===== src/rtl/product_accumulator.sv =====
// Multiply-accumulate back end: sums NUM_TERMS unsigned products per result and
// hands each result downstream over valid/ready with a sticky wrap flag.
module product_accumulator #(
    parameter int PROD_W    = 8,
    parameter int NUM_TERMS = 4,
    parameter int CNT_W     = 2,
    parameter int ACC_W     = 10
) (
    input  logic              clk,
    input  logic              rst_n,
    input  logic              clear,
    input  logic              prod_valid,
    input  logic [PROD_W-1:0] prod_data,
    output logic              prod_ready,
    output logic              acc_valid,
    output logic [ACC_W-1:0]  acc_data,
    output logic              acc_ovf,
    input  logic              acc_ready,
    output logic [CNT_W-1:0]  term_cnt
);

    typedef enum logic {ST_ACC = 1'b0, ST_OUT = 1'b1} state_t;

    state_t             state_q, state_d;
    logic [ACC_W-1:0]   acc_q, acc_d;
    logic               ovf_q, ovf_d;
    logic [CNT_W-1:0]   cnt_q, cnt_d;
    logic [ACC_W-1:0]   res_q, res_d;
    logic               res_ovf_q, res_ovf_d;

    logic [PROD_W-1:0]  prod_m;
    logic [ACC_W:0]     sum;
    logic               accept;
    logic               last;

    // Mask the operand so an undriven product bus never reaches the adder.
    assign prod_m = prod_valid ? prod_data : '0;
    assign sum    = {1'b0, acc_q} + (ACC_W+1)'(prod_m);
    assign accept = prod_valid & prod_ready;
    assign last   = (cnt_q == CNT_W'(NUM_TERMS - 1));

    assign prod_ready = (state_q == ST_ACC);
    assign acc_valid  = (state_q == ST_OUT);
    assign acc_data   = res_q;
    assign acc_ovf    = res_ovf_q;
    assign term_cnt   = cnt_q;

    always_comb begin
        state_d   = state_q;
        acc_d     = acc_q;
        ovf_d     = ovf_q;
        cnt_d     = cnt_q;
        res_d     = res_q;
        res_ovf_d = res_ovf_q;
        if (clear) begin
            // Abort wins over any beat or handoff; the last result value stays visible.
            state_d = ST_ACC;
            acc_d   = '0;
            ovf_d   = 1'b0;
            cnt_d   = '0;
        end else begin
            case (state_q)
                ST_ACC: begin
                    if (accept) begin
                        if (last) begin
                            res_d     = sum[ACC_W-1:0];
                            res_ovf_d = ovf_q | sum[ACC_W];
                            acc_d     = '0;
                            ovf_d     = 1'b0;
                            cnt_d     = '0;
                            state_d   = ST_OUT;
                        end else begin
                            acc_d = sum[ACC_W-1:0];
                            ovf_d = ovf_q | sum[ACC_W];
                            cnt_d = cnt_q + CNT_W'(1);
                        end
                    end
                end
                ST_OUT: begin
                    if (acc_ready) state_d = ST_ACC;
                end
                default: state_d = ST_ACC;
            endcase
        end
    end

    always_ff @(posedge clk or negedge rst_n) begin
        if (!rst_n) begin
            state_q   <= ST_ACC;
            acc_q     <= '0;
            ovf_q     <= 1'b0;
            cnt_q     <= '0;
            res_q     <= '0;
            res_ovf_q <= 1'b0;
        end else begin
            state_q   <= state_d;
            acc_q     <= acc_d;
            ovf_q     <= ovf_d;
            cnt_q     <= cnt_d;
            res_q     <= res_d;
            res_ovf_q <= res_ovf_d;
        end
    end

endmodule

===== config.mk =====
export PLATFORM = sky130hd
export DESIGN_NAME = product_accumulator
export DESIGN_NICKNAME = d
export VERILOG_FILES = /design/src/rtl/product_accumulator.sv
export SDC_FILE = /design/constraint.sdc
export NUM_CORES = 1
export LEC_CHECK = 0
export BUFFER_PORTS_ARGS = -buffer_cell sky130_fd_sc_hd__buf_2
export CAP_MARGIN = 10
export CELL_PAD_IN_SITES_DETAIL_PLACEMENT = 1
export CELL_PAD_IN_SITES_GLOBAL_PLACEMENT = 2
export CORE_ASPECT_RATIO = 1.2
export CORE_MARGIN = 2
export CORE_UTILIZATION = 30
export DETAILED_ROUTE_END_ITERATION = 6
export GPL_ROUTABILITY_DRIVEN = 1
export PLACE_DENSITY = 0.81
export SYNTH_ARGS = -nofsm -noshare
export SYNTH_HDL_FRONTEND = slang
export SYNTH_SLANG_ARGS = --single-unit

===== constraint.sdc =====
create_clock -name clk -period 2 [get_ports clk]
set_input_delay 0.2 -clock clk [delete_from_list [all_inputs] [get_ports clk]]
set_output_delay 0.2 -clock clk [all_outputs]
set_load 0.02 [all_outputs]

==> run summary <==
=====================================================================================
CTS Buffer Depth                                                                    2
Routed len/inst                                                               16.2 um
Fraction of met1 tracks used by global routing                                  20.3%
Cell Area, Synth                                                             1430 um2
Area of the multi-input gates                                                 800 um2
Share of layout cells above drive strength 1                                    30.3%
Post-CTS setup buffers                                                              0
Number of warnings reported in the yosys synthesis log                              0
Register area share after synthesis                                             43.9%
Routing layer with the top usage in global route                                 met2
Dominant cell type by area after synthesis                                    dfrtp_1
Highest achievable clock rate                                               0.515 GHz
Pwr Total                                                                     1.21 mW
Drt via density                                                                  5.27
Die W                                                                         66.9 um
Number of antenna violations at the first check in global routing                   0
Reg2Reg Capture Point                                                    acc_q[6]$_DFFE_PN0P_
Leakage power summed over all cells                                          0.887 nW
Leading post-synthesis cells by instance count                           dfrtp_1 (25), nand2_1 (19), o21ai_0 (15)
Pin count of the biggest net entering global routing                               26
Flops & latches, synth                                                             25
Drt first pass iters                                                                4
Input/output buffers                                                               27
Register-to-register setup slack                                                60 ps
Routing usage on met3                                                           2.12%
Number of maximum-capacitance violations                                            0
Total wire length after detailed routing                                      3950 um
Worst slew margin relative to its limit                                         62.7%
Hold Path Depth                                                                     2
Die Area                                                                     5320 um2
Number of nets in the final layout                                                209
Avg Cell Area, Syn                                                           9.97 um2
Worst-case setup margin in the final layout                                   56.4 ps
Root Driver                                                                  clkbuf_8
TritonCTS buffer count                                                              3
Number of hold violations in the final report                                       0
Global Route met2 Usage                                                         30.3%
Final weighted congestion in routability-driven placement                       0.756
Post-Syn Instances                                                                143
Setup-failing EPs final                                                             0
WHS Endpoint                                                             acc_valid$_DFF_PN0_
Fraction of post-synthesis cell area in the top cell type by area               43.9%
Classification of the worst-slack hold path                                 in -> reg
Cell depth of the worst flop-to-flop path                                           5
Post-synthesis async set-or-reset flop share                                     100%
Share of the clock period used by the worst path                                97.2%
Netlist cell types                                                                 36
Total global routing overflow                                                       0
Outcome                                                                  finished clean
Unrepaired setup endpoints after global routing                                 false
Number of I/O pins                                                                 28
Vias                                                                             1281
Start-to-end type of the worst setup path                                  reg -> reg
Syn nets                                                                          166
Via count of the first global-routing pass                                       1428
Reg-to-Reg Start                                                         acc_q[3]$_DFFE_PN0P_
Half-perimeter wire length of the detailed placement result                   3110 um
Final critical delay including setup and external delays                      1940 ps
Source of the worst hold timing path                                        acc_ready
TritonCTS clock tree                                                              yes
Pwr dens                                                                   671 nW/um2
Height of the die                                                             79.5 um
H-tree lvl count                                                                    1
Placeable Area                                                               4590 um2
Most used standard cell by instance count after synthesis                     dfrtp_1
Cell types occupying the most area after synthesis                       dfrtp_1 (44%), ha_1 (7.9%), o21ai_0 (5.3%), nand2_1 (5.0%), and2_1 (4.4%)
Actual slew at the worst max-slew pin                                          560 ps
Number of routed nets with antenna violations                                       0
Post-Route Skew                                                               2.56 ps
Pre-CTS setup slack                                                          -67.7 ps
Worst-path maximum fanout                                                           4
Data arrival time of the critical path                                        2100 ps
Starting density of the core                                                    31.0%
Element type at the critical path end                                            flop
Peak supply drop                                                               264 uV
DRC violations left                                                                 0
Num Clock Sinks                                                                    25
Dominant synthesized flop cell                                                dfrtp_1
Synth-to-Final Area Change                                                      26.7%
Antenna diode count                                                                 0
WP data required                                                              2160 ps
Tot GR Track Use                                                                16.5%
DRC marker count from the first detailed-route iteration                           34
Clock-pin slew of the registers on the worst-case setup and hold paths          90 ps
FP Rows                                                                            27
Clock latency on the worst-skew pair                                           270 ps
Fill cell count                                                                   564
Max-slew violation total from the final report                                      0
Element type at the critical path start                                          flop
First-pass GRT wire length                                                    6780 um
Area used by sequential logic in the layout                                   626 um2
Count of flip-flops with a built-in enable after synthesis                          0
=====================================================================================
-- state kept, by name, summed over array words and instances (netlist names) --
name	flops
acc_data	10
acc_q	10
acc_valid	1
ovf_q	1
term_cnt	2
acc_ovf	1
-- power breakdown --
group / switching (mW) / internal (mW) / total [mW]
combinational: 0.181 / 0.133 / 0.314
clock: 0.172 / 0.140 / 0.312
sequential: 0.0323 / 0.555 / 0.587
total: 0.386 / 0.827 / 1.21
-- layout make-up --
cell class                      count  share of cell area [%]
Inverter                            2                   0.416
Tap cell                           58                    4.02
Clock buffer                        3                    2.29
Timing Repair Buffer               41                    14.1
Clock inverter                      1                   0.277
Sequential cell                    25                    34.6
Multi-Input combinational cell    113                    44.3
-- repair_timing --
item,4_1_cts,5_1_grt
hold buffers,1,0
endpoints found under the setup margin,0,5
gates resized for setup,0,3
hold endpoints to repair,25,0
-- worst max-delay path, cell delays in order, from the launching register on --
cell     delay, ps
dfrtp_1        400
ha_1           370
a21oi_1        280
a21oi_1        160
or3_4          350
a32o_1         280
-- cells by family (layout without fill, tap and decap cells) --
kind of cell    after synthesis  in the layout  synth area share (%)
compound gates               51             51                  23.9
mux                           3              3                  2.19
flops                        25             25                  43.9
simple gates                 45             45                  17.0
xor+xnor                      4              4                  2.46
fa+ha+maj                    10             10                  9.30
buf+inv                       5             47                  1.32
-- cells in the final DEF, fill, tap and decap left out, drive strengths merged, types with 2 or more instances in the layout --
master | Yosys | routed
nand3 | 2 | 2
o21ai | 15 | 15
a21o | 3 | 3
nand2 | 19 | 19
a21oi | 9 | 9
ha | 9 | 9
a211oi | 3 | 3
a31o | 2 | 2
dfrtp | 25 | 25
clkbuf | 3 | 3
xor2 | 2 | 2
nor2 | 4 | 4
mux2i | 2 | 2
nor3 | 3 | 3
a22o | 3 | 3
o31ai | 3 | 3
or3 | 2 | 2
and2 | 10 | 10
a32o | 2 | 2
inv | 2 | 2
buf | 0 | 40
o211ai | 3 | 3
o21a | 2 | 2
xnor2 | 2 | 2
-- worst max path at each step --
| stage | cells after the start | end | start |
|---|---|---|---|
| final | 5 | acc_q[6]$_DFFE_PN0P_ | acc_q[3]$_DFFE_PN0P_ |
| after global routing | 5 | ovf_q$_DFFE_PN0P_ | acc_q[6]$_DFFE_PN0P_ |
| after CTS | 6 | acc_q[6]$_DFFE_PN0P_ | acc_q[0]$_DFFE_PN0P_ |
| after detailed placement | 8 | acc_q[6]$_DFFE_PN0P_ | prod_valid |
| after global placement | 8 | acc_q[6]$_DFFE_PN0P_ | prod_valid |
| after floorplan | 8 | acc_q[6]$_DFFE_PN0P_ | prod_valid |
-- through the flow --
| stage | std cells | TNS (ps) | hold WS [ps] | cell area, um2 | util (%) |
|---|---|---|---|---|---|
| after floorplan | 143 | 0 | -95.6 | 1430 | - |
| after global placement | 238 | 0 | 230 | 1740 | 37.8 |
| after detailed placement | 238 | -213 | 231 | 1740 | 37.8 |
| after CTS | 243 | 0 | 95.0 | 1790 | 39.1 |
| after global routing | 243 | 0 | 92.9 | 1810 | 39.3 |
| final | 243 | 0 | 93.0 | 1810 | 39.3 |
-- per-layer routing --
metal  vias up  share of wire, %
met5         -                 0
met4         0              0.73
met3         5               2.3
met2        22                55
met1       638                42
li1        616                 -
No activity file was read; power rests on OpenSTA's default activity.
